### src/rtl/vga_timing_pkg.sv
// rtl/vga_timing_pkg.sv - phase encoding and 640x480@60 timing defaults for vga_axis_timing
package vga_timing_pkg;

    typedef enum logic [1:0] {
        PH_SYNC   = 2'd0,
        PH_BACK   = 2'd1,
        PH_ACTIVE = 2'd2,
        PH_FRONT  = 2'd3
    } phase_t;

    // 640x480@60 horizontal, in pixel clocks
    localparam int H_SYNC_LEN   = 96;
    localparam int H_BACK_LEN   = 48;
    localparam int H_ACTIVE_LEN = 640;
    localparam int H_FRONT_LEN  = 16;

    // 640x480@60 vertical, in lines
    localparam int V_SYNC_LEN   = 2;
    localparam int V_BACK_LEN   = 33;
    localparam int V_ACTIVE_LEN = 480;
    localparam int V_FRONT_LEN  = 10;

endpackage

### src/rtl/vga_axis_timing.sv
// rtl/vga_axis_timing.sv - single-axis VGA timing generator (counter + SYNC/BACK/ACTIVE/FRONT phase)
// Optional PREFETCH decode is built only when VGA_TIMING_PREFETCH_EN is defined.
module vga_axis_timing
    import vga_timing_pkg::*;
#(
    parameter int SYNC_LEN   = H_SYNC_LEN,
    parameter int BACK_LEN   = H_BACK_LEN,
    parameter int ACTIVE_LEN = H_ACTIVE_LEN,
    parameter int FRONT_LEN  = H_FRONT_LEN,
    parameter bit SYNC_POL   = 1'b0,
    parameter int CNT_W      = 10
) (
    input  logic             CLK,
    input  logic             RST_N,
    input  logic             EN,
    output logic [CNT_W-1:0] CNT,
    output logic [1:0]       STATE,
    output logic             SYNC,
    output logic             ACTIVE,
    output logic [CNT_W-1:0] POS,
    output logic             WRAP,
    output logic             PREFETCH
);

    localparam int TOTAL = SYNC_LEN + BACK_LEN + ACTIVE_LEN + FRONT_LEN;

    localparam logic [CNT_W-1:0] SYNC_END = CNT_W'(SYNC_LEN - 1);
    localparam logic [CNT_W-1:0] BACK_END = CNT_W'(SYNC_LEN + BACK_LEN - 1);
    localparam logic [CNT_W-1:0] ACT_END  = CNT_W'(SYNC_LEN + BACK_LEN + ACTIVE_LEN - 1);
    localparam logic [CNT_W-1:0] ACT_BASE = CNT_W'(SYNC_LEN + BACK_LEN);
    localparam logic [CNT_W-1:0] LAST     = CNT_W'(TOTAL - 1);

    if (SYNC_LEN < 1 || BACK_LEN < 1 || ACTIVE_LEN < 1 || FRONT_LEN < 1) begin : g_len_check
        $error("vga_axis_timing: every phase length must be at least 1");
    end

    if (longint'(TOTAL) > (longint'(1) << CNT_W)) begin : g_width_check
        $error("vga_axis_timing: CNT_W too narrow for the total period");
    end

    phase_t           state_q;
    phase_t           state_d;
    logic [CNT_W-1:0] cnt_q;
    logic [CNT_W-1:0] cnt_d;

    always_ff @(posedge CLK or negedge RST_N) begin
        if (!RST_N) begin
            state_q <= PH_SYNC;
            cnt_q   <= '0;
        end else begin
            state_q <= state_d;
            cnt_q   <= cnt_d;
        end
    end

    always_comb begin
        state_d = state_q;
        cnt_d   = cnt_q;
        if (EN) begin
            cnt_d = cnt_q + 1'b1;
            case (state_q)
                PH_SYNC:   if (cnt_q == SYNC_END) state_d = PH_BACK;
                PH_BACK:   if (cnt_q == BACK_END) state_d = PH_ACTIVE;
                PH_ACTIVE: if (cnt_q == ACT_END)  state_d = PH_FRONT;
                PH_FRONT:  state_d = PH_FRONT;
                default:   state_d = PH_SYNC;
            endcase
            // End of period, or a count beyond it, restarts cleanly at SYNC
            if (cnt_q >= LAST) begin
                cnt_d   = '0;
                state_d = PH_SYNC;
            end
        end
    end

    assign CNT    = cnt_q;
    assign STATE  = state_q;
    assign ACTIVE = (state_q == PH_ACTIVE);
    assign SYNC   = (state_q == PH_SYNC) ? SYNC_POL : ~SYNC_POL;
    assign POS    = ACTIVE ? (cnt_q - ACT_BASE) : '0;
    assign WRAP   = EN && (cnt_q == LAST);

`ifdef VGA_TIMING_PREFETCH_EN
    localparam logic [CNT_W-1:0] PF_LO = CNT_W'(SYNC_LEN + BACK_LEN - 1);
    localparam logic [CNT_W-1:0] PF_HI = CNT_W'(SYNC_LEN + BACK_LEN + ACTIVE_LEN - 2);

    // Leads ACTIVE by one advance so a fetch pipeline can start early
    assign PREFETCH = (cnt_q >= PF_LO) && (cnt_q <= PF_HI);
`else
    assign PREFETCH = 1'b0;
`endif

endmodule
### config.mk
export PLATFORM = sky130hd
export DESIGN_NAME = vga_axis_timing
export DESIGN_NICKNAME = d
export VERILOG_FILES = /design/src/rtl/vga_timing_pkg.sv /design/src/rtl/vga_axis_timing.sv
export SDC_FILE = /design/constraint.sdc
export NUM_CORES = 1
export LEC_CHECK = 0
export ABC_CLOCK_PERIOD_IN_PS = 1500
export CORE_MARGIN = 1.5
export CORE_UTILIZATION = 40
export DETAILED_ROUTE_END_ITERATION = 6
export GPL_TIMING_DRIVEN = 0
export PLACE_DENSITY_LB_ADDON = 0.12
export SYNTH_ARGS = -nofsm -noshare
export SYNTH_HDL_FRONTEND = slang
export SYNTH_SLANG_ARGS = --single-unit
### constraint.sdc
create_clock -name CLK -period 1.5 [get_ports CLK]
set_input_delay 0.45 -clock CLK [delete_from_list [all_inputs] [get_ports CLK]]
set_output_delay 0.45 -clock CLK [all_outputs]
set_load 0.1 [all_outputs]
==> summary.txt, run 1 <==
most common flop cell mapped by yosys: dfrtp_1
CTS H-tree lvls: 1
largest net degree at the start of global routing: 13
top-level port count: 29
Post-synth ARST share: 100%
I/O Buffers: 27
width of the die: 50.1 um
pre-CTS WS: -1.65 ns
GPL Wtd Cong: 0.800
clock root cell: clkbuf_4
Synth Cell Area: 886 um2
worst endpoint after global-route timing repair: POS[9]
worst-path endpoint category: primary output
outcome: stopped before the end
initial antenna violation count: 0
Final HPWL DP: 1720 um
Seq/Total Area, Yosys: 33.9%
FP Rows: 16
Sink Count: 12
Stop stage: 5_1_grt
flops & latches, synth: 12
Cells after Synth: 103
CTS buffer count: 3
Yosys cell types: 38
chip height: 50.1 um
synthesized netlist net count: 111
Max clock buf depth: 2
YS warnings: 0
Post-synth EDFFs: 0
Initial Util: 43.8%
tool error: [ERROR DPL-0033] detailed placement checks failed during check placement.
Synth Area per Inst: 8.60 um2
==> logic make-up after synthesis <==
family	synth area share, %
flip-flops	33.9
buffers and inverters	6.78
multiplexers	1.13
AO/OA/AOI/OAI	14.8
other	0.423
adder cells (fa/ha/maj)	7.06
XOR/XNOR	5.93
AND/OR/NAND/NOR	29.9
==> Yosys cell counts, types with 2 or more instances <==
cell       n  area [um2]
a21o_1     2        15.0
a21oi_1    5        25.0
and2_1     3        18.8
buf_2      3        15.0
buf_4      2        15.0
dfrtp_1   12         300
ha_1       5        62.6
inv_1      7        26.3
nand2_1    5        18.8
nand2b_1   2        12.5
nand4_1    4        25.0
nor2_1    13        48.8
nor2b_1    2        12.5
nor3_1     4        20.0
nor4_1     2        12.5
o21ai_0    4        20.0
o31a_1     2        17.5
or3_1      2        12.5
xnor2_1    4        35.0
xor2_1     2        17.5
==> per-stage QoR <==
stage | cell area (um2) | hold slack [ns] | util [%] | instances
2_1_floorplan | 1090 | 0.154 | - | 103
3_3_place_gp | 1400 | 0.565 | 69.0 | 157
3_5_place_dp | 1400 | 0.568 | 69.0 | 157
4_1_cts | 1820 | 0.555 | 90.0 | 181
==> what timing repair did <==
| item | 4_1_cts |
|---|---|
| endpoints found under the setup margin | 29 |
| hold buffers | 0 |
| endpoints found under the hold margin | 0 |
| pin swaps | 14 |
| buffers inserted | 23 |
| resized for setup | 222 |
==> run 2, diff against run 1 <==
==> config.mk (replaced) <==
export PLATFORM = sky130hd
export DESIGN_NAME = vga_axis_timing
export DESIGN_NICKNAME = d
export VERILOG_FILES = /design/src/rtl/vga_timing_pkg.sv /design/src/rtl/vga_axis_timing.sv
export SDC_FILE = /design/constraint.sdc
export NUM_CORES = 1
export LEC_CHECK = 0
export ABC_CLOCK_PERIOD_IN_PS = 1950
export CORE_AREA = 2 2 63 65
export DETAILED_ROUTE_END_ITERATION = 6
export DIE_AREA = 0 0 65 67
export GPL_TIMING_DRIVEN = 0
export PLACE_DENSITY_LB_ADDON = 0.15
export SYNTH_ARGS = -nofsm -noshare
export SYNTH_HDL_FRONTEND = slang
export SYNTH_SLANG_ARGS = --single-unit
==> constraint.sdc (replaced) <==
create_clock -name CLK -period 1.95 [get_ports CLK]
set_input_delay 0.585 -clock CLK [delete_from_list [all_inputs] [get_ports CLK]]
set_output_delay 0.585 -clock CLK [all_outputs]
set_load 0.1 [all_outputs]
==> summary.txt, run 2 <==
outcome: finished, violations left
violated checks: negative setup slack
dominant cells by area after synthesis: dfrtp_1 (34%), ha_1 (7.1%), nor2_1 (5.5%)
fin crit period: 2.34 ns
Post-Synth Simple-Gate Area: 29.9% (unchanged)
grt met1 use: 16.8%
Fin Clk Skew: 0.00211 ns
CP arrival: 1.76 ns
kind of critical path: register to primary output
sw power: 1.33 mW
initial antenna violation count: 0
final setup fails: 5
Slew headroom: 61.6%
GRT overflow: 0
fin area: 1820 um2
complex-gate fraction of the synthesized area: 14.8% (unchanged)
Reg2Reg Depth: 10
clock network fraction of total power: 11.5%
pre-CTS WS: -1.51 ns (+0.140 ns)
placed cell area: 1390 um2 (-0.27%)
Synth top cells by count: nor2_1 (13), dfrtp_1 (12), inv_1 (7)
worst hold endpoint: CNT[2]
most frequent cells in the layout: buf_4 (23), clkdlybuf4s15_2 (11), buf_12 (9)
Worst-path clk slew: 0.06 ns
reg2reg setup slack: 0.10 ns
PwrDens: 1340 nW/um2
hold buffer count at CTS: 0 (unchanged)
wire per inst: 14.0 um
first-pass GRT wire length: 4720 um
final hold viol count: 0
Post-synth ARST share: 100% (unchanged)
FP Rows: 22 (+6)
Cells after Synth: 103 (unchanged)
I/O Buffers: 27 (unchanged)
width of the die: 65 um (+30%)
Reg-to-Reg End: STATE[0]
main combinational cell family by area after synthesis: simple AND/OR/NAND/NOR gates
leading area contributor after synthesis: dfrtp_1
Initial Util: 24.6% (-19 points)
Logic pwr share: 71.5%
Internal: 1.10 mW
Cells on Worst Hold Path: 1
top-count cell post-synth: nor2_1
chip height: 67 um (+34%)
met3 Use GR: 1.69%
1st-pass router iterations: 4
maxcap violations: 0
via/cell ratio: 4.74
GPL Wtd Cong: 0.790 (-1.2%)
Yosys cell types: 38 (unchanged)
Filler cells: 329
GRT busiest layer: met2
YS warnings: 0 (unchanged)
Worst setup EP type: primary output
WL final: 2830 um
die area: 4360 um2
Fmax achieved: 427 MHz
worst slew pin tran: 0.574 ns
RSZ-0062 raised after global routing: true
critical register-to-register path startpoint: CNT[0]
Post-synth EDFFs: 0 (unchanged)
# DRC: 0
top-level port count: 29 (unchanged)
critical path fanouts, max: 3
VDD IR-drop max: 0.528 mV
Hold Startpoint: CNT[2]
most common cell after layout, fill and taps aside: buf_4
vias: 957
total track usage: 14.3%
most common flop cell mapped by yosys: dfrtp_1
Tightest Hold Check Type: register to register
leakage: 0.719 nW
flops & latches, synth: 12 (unchanged)
CTS buffer count: 3 (unchanged)
Diodes inserted: 0
critical path launch point type: register
Critical Path RT: 1.36 ns
Seq/Total Area, Yosys: 33.9% (unchanged)
Flop pwr share: 17.0%
Synth Area in XOR/XNOR: 5.93% (unchanged)
fin. max-slew vios: 0
Synth Area per Inst: 8.60 um2 (unchanged)
Starting DRT DRC Count: 30
Final HPWL DP: 1850 um (+7.6%)
multiplexer area fraction after synthesis: 1.13% (unchanged)
clock root cell: clkbuf_8
Synth Cell Area: 886 um2 (unchanged)
Core ar.: 3610 um2
final core utilization: 50.4%
switching share of power: 54.7%
Clk Latency, worst-skew pair: 0.24 ns
layout cell share with drive strength beyond 1: 67.5%
Worst Hold Slack: 0.580 ns
synthesis-to-layout area growth: 105%
final period utilization: 120%
Sink Count: 12 (unchanged)
synthesized netlist net count: 111 (unchanged)
met2 usage: 26.2%
final worst slack: -0.394 ns
largest net degree at the start of global routing: 13
share of the synthesized area in the top cell type: 33.9% (unchanged)
adder-cell share of the synthesized area: 7.06% (unchanged)
vias in the first global route: 950
ANT nets after route: 0
Nets: 163
Max clock buf depth: 2 (unchanged)
CTS tree: built
CTS H-tree lvls: 1 (unchanged)
number of flip-flops in the largest register: 10
[run 2: per-layer routing]
metal | routed length, um | part of all wire (%) | vias up
met1 | 1150 | 41 | 464
met4 | 43 | 1.5 | 0
met2 | 1520 | 54 | 27
met5 | 0 | 0 | -
li1 | - | - | 461
met3 | 107 | 3.8 | 5
[run 2: kinds of logic (layout without fill, tap and decap cells)]
family | Yosys count | count (layout)
AOI/OAI and AO/OA | 18 | 18
xor gates and xnor gates | 6 | 6
adders and majority gates | 5 | 5
buffers and inverters | 13 | 64
DFF | 12 | 12
muxes | 1 | 1
other | 1 | 1
and+or+nand+nor | 47 | 47
[run 2: repair_timing]
| item | in CTS | in global routing |
|---|---|---|
| resized for setup | 165 | 14 |
| buffers inserted | 16 | 7 |
| gates cloned | 0 | 0 |
| pin swaps | 11 | 6 |
| setup endpoints to repair | 25 | 11 |
[run 2: critical path, cell delays in order (launching register included)]
cell     delay [ns]
dfrtp_4        0.49
o31a_1         0.33
or3_4          0.34
a21oi_4        0.15
buf_12         0.19
[run 2: worst max-delay path by stage]
stage / startpoint / end / slack, ns / cells after the start
final: CNT[6] / POS[9] / -0.39 / 4
after global routing: CNT[4] / POS[9] / -0.43 / 4
after CTS: CNT[6] / POS[9] / -0.41 / 4
after detailed placement: EN / WRAP / -1.51 / 5
after global placement: EN / WRAP / -1.49 / 5
after floorplan: CNT[5] / WRAP / -0.67 / 4
[run 2: power groups by stage]
stage	registers (mW)	logic, mW	clock network [mW]
2_1_floorplan	0.781	0.711	0
3_3_place_gp	0.440	1.32	0
3_5_place_dp	0.445	1.33	0
4_1_cts	0.420	1.63	0.285
5_1_grt	0.431	1.82	0.294
6_report	0.414	1.74	0.279
[run 2: final cells by class]
class,count,area (um2),area share [%]
tap,48,60.1,3.31
clock buffer,4,55.1,3.03
multi-input combinational,78,751,41.3
inverter,7,40.0,2.20
buffer,5,57.6,3.17
sequential,12,335,18.5
timing repair buffer,48,518,28.5
[run 2: through the flow]
stage | setup TNS, ns | cells | power, mW
2_1_floorplan | -4.57 | 103 | 1.49
3_3_place_gp | -13.05 | 178 | 1.76
3_5_place_dp | -13.29 | 178 | 1.77
4_1_cts | -1.26 | 197 | 2.34
5_1_grt | -1.63 | 202 | 2.54
6_report | -1.28 | 202 | 2.43
No activity file was read; power rests on OpenSTA's default activity.
